**src/rtl/geo_series_seq_if.sv**
```systemverilog
// Handshake bundle between the geometric-series sequencer and the exponent unit.
//   master (sequencer): drives exp_start / exp_x / exp_n, receives exp_done / exp_result
//   slave  (exp unit) : receives the request, returns the result-valid pulse and result
interface geo_series_seq_if #(
    parameter int unsigned XW = 8,
    parameter int unsigned NW = 4,
    parameter int unsigned RW = 16
);
    logic          exp_start;
    logic [XW-1:0] exp_x;
    logic [NW-1:0] exp_n;
    logic          exp_done;
    logic [RW-1:0] exp_result;

    modport master (
        output exp_start,
        output exp_x,
        output exp_n,
        input  exp_done,
        input  exp_result
    );

    modport slave (
        input  exp_start,
        input  exp_x,
        input  exp_n,
        output exp_done,
        output exp_result
    );
endinterface

```
**src/rtl/geo_series_seq.sv**
```systemverilog
// Geometric-series sequencer. Takes one (x, n_max) job, asks the exponent unit for
// x^0 .. x^n_max one term at a time and accumulates S = sum of those terms with
// saturation. A per-request watchdog aborts the job if the exponent unit stalls.
//   clk, rst      : clock (rising edge), asynchronous active-low reset
//   start_i       : job request, only honoured in IDLE; x_i / n_max_i captured with it
//   busy_o        : job in progress (cycle after accepted start through FINISH)
//   done_o        : one-cycle completion pulse (normal or aborted)
//   sum_o         : accumulated sum, held until the next accepted start
//   overflow_o    : sticky per job, sum saturated
//   timeout_o     : sticky per job, watchdog expired
//   exp_if        : request/response handshake to the exponent unit (master side)
module geo_series_seq #(
    parameter int unsigned XW  = 8,
    parameter int unsigned NW  = 4,
    parameter int unsigned RW  = 16,
    parameter int unsigned SW  = 20,
    parameter int unsigned TMO = 255
) (
    input  logic                  clk,
    input  logic                  rst,
    input  logic                  start_i,
    input  logic [XW-1:0]         x_i,
    input  logic [NW-1:0]         n_max_i,
    output logic                  busy_o,
    output logic                  done_o,
    output logic [SW-1:0]         sum_o,
    output logic                  overflow_o,
    output logic                  timeout_o,
    geo_series_seq_if.master      exp_if
);

    localparam int unsigned WdW = (TMO < 2) ? 1 : $clog2(TMO + 1);

    localparam logic [2:0] StIdle   = 3'd0;
    localparam logic [2:0] StIssue  = 3'd1;
    localparam logic [2:0] StWait   = 3'd2;
    localparam logic [2:0] StAccum  = 3'd3;
    localparam logic [2:0] StFinish = 3'd4;

    logic [2:0]     state_q, state_d;
    logic [XW-1:0]  x_q, x_d;
    logic [NW-1:0]  n_q, n_d;
    logic [NW-1:0]  k_q, k_d;
    logic [RW-1:0]  r_q, r_d;
    logic [SW-1:0]  sum_q, sum_d;
    logic           ovf_q, ovf_d;
    logic           tmo_q, tmo_d;
    logic [WdW-1:0] wd_q, wd_d;
    logic [XW-1:0]  exp_x_q, exp_x_d;
    logic [NW-1:0]  exp_n_q, exp_n_d;

    // One extra bit so the carry out of the add flags saturation.
    logic [SW:0]    sum_ext;

    assign sum_ext = {1'b0, sum_q} + {{(SW + 1 - RW){1'b0}}, r_q};

    always_comb begin
        state_d = state_q;
        x_d     = x_q;
        n_d     = n_q;
        k_d     = k_q;
        r_d     = r_q;
        sum_d   = sum_q;
        ovf_d   = ovf_q;
        tmo_d   = tmo_q;
        wd_d    = wd_q;
        exp_x_d = exp_x_q;
        exp_n_d = exp_n_q;

        case (state_q)
            StIdle: begin
                if (start_i) begin
                    x_d     = x_i;
                    n_d     = n_max_i;
                    k_d     = '0;
                    sum_d   = '0;
                    ovf_d   = 1'b0;
                    tmo_d   = 1'b0;
                    // Request operands are loaded on entry so they are valid during ISSUE.
                    exp_x_d = x_i;
                    exp_n_d = '0;
                    state_d = StIssue;
                end
            end
            StIssue: begin
                wd_d    = '0;
                state_d = StWait;
            end
            StWait: begin
                if (exp_if.exp_done) begin
                    r_d     = exp_if.exp_result;
                    state_d = StAccum;
                end else if (wd_q == WdW'(TMO - 1)) begin
                    // This is the TMO-th cycle without a result.
                    tmo_d   = 1'b1;
                    state_d = StFinish;
                end else begin
                    wd_d = wd_q + WdW'(1);
                end
            end
            StAccum: begin
                if (sum_ext[SW]) begin
                    sum_d = '1;
                    ovf_d = 1'b1;
                end else begin
                    sum_d = sum_ext[SW-1:0];
                end
                // Compare before incrementing so k never wraps at n_max = all ones.
                if (k_q == n_q) begin
                    state_d = StFinish;
                end else begin
                    k_d     = k_q + NW'(1);
                    exp_x_d = x_q;
                    exp_n_d = k_q + NW'(1);
                    state_d = StIssue;
                end
            end
            StFinish: begin
                state_d = StIdle;
            end
            default: begin
                state_d = StIdle;
            end
        endcase
    end

    always_ff @(posedge clk or negedge rst) begin
        if (!rst) begin
            state_q <= StIdle;
            x_q     <= '0;
            n_q     <= '0;
            k_q     <= '0;
            r_q     <= '0;
            sum_q   <= '0;
            ovf_q   <= 1'b0;
            tmo_q   <= 1'b0;
            wd_q    <= '0;
            exp_x_q <= '0;
            exp_n_q <= '0;
        end else begin
            state_q <= state_d;
            x_q     <= x_d;
            n_q     <= n_d;
            k_q     <= k_d;
            r_q     <= r_d;
            sum_q   <= sum_d;
            ovf_q   <= ovf_d;
            tmo_q   <= tmo_d;
            wd_q    <= wd_d;
            exp_x_q <= exp_x_d;
            exp_n_q <= exp_n_d;
        end
    end

    assign busy_o     = (state_q != StIdle);
    assign done_o     = (state_q == StFinish);
    assign sum_o      = sum_q;
    assign overflow_o = ovf_q;
    assign timeout_o  = tmo_q;

    assign exp_if.exp_start = (state_q == StIssue);
    assign exp_if.exp_x     = exp_x_q;
    assign exp_if.exp_n     = exp_n_q;

endmodule
```
**src/flat_wrapper.sv**
```systemverilog
// flat-port wrapper written by rule: the top's interface ports become plain ports
module geo_series_seq_flat 
#(
    parameter int unsigned XW  = 8,
    parameter int unsigned NW  = 4,
    parameter int unsigned RW  = 16,
    parameter int unsigned SW  = 20,
    parameter int unsigned TMO = 255
)
  (clk, rst, start_i, x_i, n_max_i, busy_o, done_o, sum_o, overflow_o, timeout_o, exp_if_exp_start, exp_if_exp_x, exp_if_exp_n, exp_if_exp_done, exp_if_exp_result);
  geo_series_seq_if #(.XW(XW), .NW(NW), .RW(RW)) exp_if_i ();
  input  logic clk;
  input  logic rst;
  input  logic start_i;
  input  logic [XW-1:0] x_i;
  input  logic [NW-1:0] n_max_i;
  output logic busy_o;
  output logic done_o;
  output logic [SW-1:0] sum_o;
  output logic overflow_o;
  output logic timeout_o;
  output wire logic [$bits(exp_if_i.exp_start)-1:0] exp_if_exp_start;
  output wire logic [$bits(exp_if_i.exp_x)-1:0] exp_if_exp_x;
  output wire logic [$bits(exp_if_i.exp_n)-1:0] exp_if_exp_n;
  input wire logic [$bits(exp_if_i.exp_done)-1:0] exp_if_exp_done;
  input wire logic [$bits(exp_if_i.exp_result)-1:0] exp_if_exp_result;
  assign exp_if_exp_start = exp_if_i.exp_start;
  assign exp_if_exp_x = exp_if_i.exp_x;
  assign exp_if_exp_n = exp_if_i.exp_n;
  assign exp_if_i.exp_done = exp_if_exp_done;
  assign exp_if_i.exp_result = exp_if_exp_result;
  geo_series_seq #(.XW(XW), .NW(NW), .RW(RW), .SW(SW), .TMO(TMO)) u_core (.clk(clk), .rst(rst), .start_i(start_i), .x_i(x_i), .n_max_i(n_max_i), .busy_o(busy_o), .done_o(done_o), .sum_o(sum_o), .overflow_o(overflow_o), .timeout_o(timeout_o), .exp_if(exp_if_i));
endmodule
```
**config.mk**
```make
export PLATFORM = sky130hd
export DESIGN_NAME = geo_series_seq_flat
export DESIGN_NICKNAME = d
export VERILOG_FILES = /design/src/rtl/geo_series_seq_if.sv /design/src/rtl/geo_series_seq.sv /design/src/flat_wrapper.sv
export SDC_FILE = /design/constraint.sdc
export NUM_CORES = 1
export LEC_CHECK = 0
export ABC_AREA = 1
export BUFFER_PORTS_ARGS = -buffer_cell sky130_fd_sc_hd__buf_4
export CORE_UTILIZATION = 58
export CTS_CLUSTER_DIAMETER = 60
export CTS_CLUSTER_SIZE = 8
export DETAILED_ROUTE_END_ITERATION = 10
export PLACE_DENSITY = 0.81
export SLEW_MARGIN = 20
export SYNTH_ARGS = -nofsm -noshare
export SYNTH_HDL_FRONTEND = slang
export SYNTH_SLANG_ARGS = --single-unit
export TNS_END_PERCENT = 100
```
**constraint.sdc**
```tcl
create_clock -name clk -period 4.9 [get_ports clk]
set_input_delay 0.735 -clock clk [delete_from_list [all_inputs] [get_ports clk]]
set_output_delay 0.735 -clock clk [all_outputs]
set_load 0.1 [all_outputs]
```
==> qor.csv <==
metric,value,unit
status,"complete, no violations",
whs_path_depth,2,
place_hpwl,7270,um
postCtsSetupBuffers,0,
clk_pin_slew_worst_paths,80,ps
required,5150,ps
cts_hold_buf,0,
num_vias,3913,
endpoint,u_core.exp_if.exp_x[6],
fin_skew,7.60,ps
cp.arrival,2780,ps
start_kind,register,
slew-limit-headroom,34.2,%
dpl_cell_area,4910,um2
path_class,reg2reg,
clk_root_buffer_cell,clkbuf_8,
cts_resized,0,
fmax,396,MHz
rsz0062_at_grt,no,
crit_start,u_core.state_q[1],
cts_tree,built,
worst_pin_slew,985,ps
ir_worst_vdd,0.355,mV
finalCriticalPeriod,2520,ps
fillers,589,
yosys_warnings,0,
cp_max_fo,29,
multi_input_area,2270,um2
maxCapViolations,0,
route.detailed.drc,0,
worstReg2RegEnd,u_core.exp_if.exp_x[6],
drt_pass1_iterations,5,
drv_slew,0,
initial_core_util,60.0,%
post_drt_wl_per_cell,14.1,um
antennaDiodeCount,0,
synthCells,546,
regToRegStartpoint,u_core.state_q[1],
io_buffers,68,
fin_ws,2380,ps
setup_violations,0,
antenna_found_initial,0,
cts.sinks,73,
nNetsFinal,666,
worstSkewPairLatency,360,ps
synth_fp_nets,598,
end_kind,register,
synth_area_per_cell,7.97,um2
cts_made_buffers,9,
p_per_area,754,nW/um2
final_hold_viol_count,0,
grt.total_usage,27.7,%
finalCritPeriodShare,51.5,%
r2r_cells,8,
dieArea,7860,um2
ios,69,
drtIter0Drc,227,
htreeDepth,3,
grt_max_degree,74,
die_x,88.6,um
r2r_setup_slack,2380,ps
gp_congestion,0.920,
tns,0,ps
yosysSeqAreaShare,42.0,%
viasPerCell,5.45,
area_growth,18.7,%
drive_gt1_share,21.2,%
final_cell_area,5160,um2
yosysUniqueCellTypes,39,
ys_ff_latch,73,
grt_pass1_vias,3769,
worstHoldPathType,reg2reg,
die_h,88.6,um
fp-row-count,31,
total_leakage_power,2.81,nW
grt_pass1_wl,16700,um
core_area,7250,um2
synth.cell_area,4350,um2
clock_path_buffers,2,
place_ws,2460,ps
routed_wl,10100,um
gr-total-overflow,0,
register_area,1830,um2
ant_nets,0,
## cells in the final DEF, fill, tap and decap left out, types with 3 or more instances in the layout
| cell | instances |
|---|---|
| a21oi_1 | 26 |
| nand2_1 | 181 |
| nand3b_1 | 4 |
| a22oi_1 | 4 |
| mux2_2 | 14 |
| o31ai_2 | 6 |
| o31ai_1 | 4 |
| clkbuf_8 | 9 |
| nand3_2 | 6 |
| nor3_1 | 4 |
| ha_1 | 19 |
| or2_2 | 4 |
| o21ai_0 | 8 |
| xor2_1 | 8 |
| nand3_1 | 41 |
| nand4_1 | 5 |
| inv_1 | 47 |
| dfrtp_1 | 73 |
| nor2_1 | 53 |
| bufinv_16 | 3 |
| buf_4 | 68 |
| nand2_2 | 7 |
## metrics by stage
| stage | power [mW] | utilization (%) | std cells | hold slack, ps |
|---|---|---|---|---|
| 6_report | 3.89 | 71.2 | 718 | 491 |
| 5_1_grt | 4.15 | 71.2 | 718 | 520 |
| 4_1_cts | 3.89 | 71.2 | 718 | 487 |
| 3_5_place_dp | 3.29 | 67.8 | 702 | 466 |
| 3_3_place_gp | 3.22 | 67.8 | 702 | 463 |
| 2_1_floorplan | 2.81 | - | 546 | 439 |
## where the power goes
part           switching, mW  internal (mW)
registers              0.183          0.832
logic                   1.65          0.632
clock network          0.250          0.344
total                   2.09           1.81
## cell usage after synthesis
library cell	count	area, um2
nor3b_1	1	7.51
nand3b_2	1	11.3
a22oi_1	4	30.0
inv_2	1	3.75
a21boi_0	1	7.51
nand2_1	181	679
fa_1	1	20.0
buf_4	3	22.5
nor2_4	1	11.3
o31ai_2	6	75.1
or2_2	4	25.0
xnor2_1	2	17.5
inv_1	47	176
o31ai_1	4	30.0
nor2_1	53	199
o211ai_1	1	7.51
nand2_2	7	43.8
mux2_1	2	22.5
clkbuf_1	2	7.51
and2_1	2	12.5
dfrtp_1	73	1830
mux2_2	14	158
nand3b_1	4	30.0
nor2_2	1	6.26
nor3_1	4	20.0
nor3_2	1	10.0
o21ai_0	8	40.0
nand3_2	6	60.1
nor4_4	1	21.3
a31oi_1	1	6.26
a21oi_1	26	130
nand2_4	2	22.5
nand4_1	5	31.3
xor2_1	8	70.1
o211ai_2	2	25.0
nand3_1	41	205
ha_1	19	238
buf_2	4	20.0
buf_6	2	22.5
## how the worst min path moves through the flow
stage,end,from,slack (ps)
finish,u_core.x_q[7],u_core.x_q[7],490
global route,u_core.exp_if.exp_x[5],u_core.exp_if.exp_x[5],520
CTS,u_core.x_q[4],u_core.x_q[4],490
detailed placement,u_core.x_q[4],u_core.x_q[4],470
global placement,u_core.x_q[6],u_core.x_q[6],460
floorplan,u_core.exp_if.exp_n[0],rst,440
## per-layer routing
layer	track usage (%)	vias to the layer above	part of all wire [%]	wire length, um
met3	3.64	19	5.3	540
li1	-	1906	-	-
met5	0	-	0	0
met1	32.8	1847	42	4210
met2	50.0	141	51	5180
met4	12.5	0	1.8	186
## kinds of logic after synthesis
group | share of synthesized area, %
adder cells (fa/ha/maj) | 5.92
buffers and inverters | 5.81
multiplexers | 4.14
AND/OR/NAND/NOR | 32.1
XOR/XNOR | 2.01
AO/OA/AOI/OAI | 8.08
flip-flops | 42.0
## state kept, by name, indices dropped and copies added, names as in the netlist, 3 cells and up
signal               flops
u_core.exp_if.exp_n      4
u_core.n_q               4
u_core.x_q               8
u_core.exp_if.exp_x      8
u_core.wd_q              8
u_core.state_q           3
u_core.sum_o            20
u_core.r_q              16
## layout make-up
type | instances | share of cell area [%]
Multi-Input combinational cell | 414 | 44.0
Timing Repair Buffer | 68 | 9.88
Clock buffer | 9 | 2.40
Clock inverter | 7 | 2.45
Inverter | 48 | 3.49
Tap cell | 99 | 2.40
Sequential cell | 73 | 35.4
## critical path, cell delays in order, from the launching register on
cell and delay [ps]:
dfrtp_1 430, inv_2 70, nor2_4 120, nand2_4 150, inv_1 760, nand3_1 260
nand2_2 410, nand2_1 120, o31ai_1 100
Power figures use the tool's default switching activity.
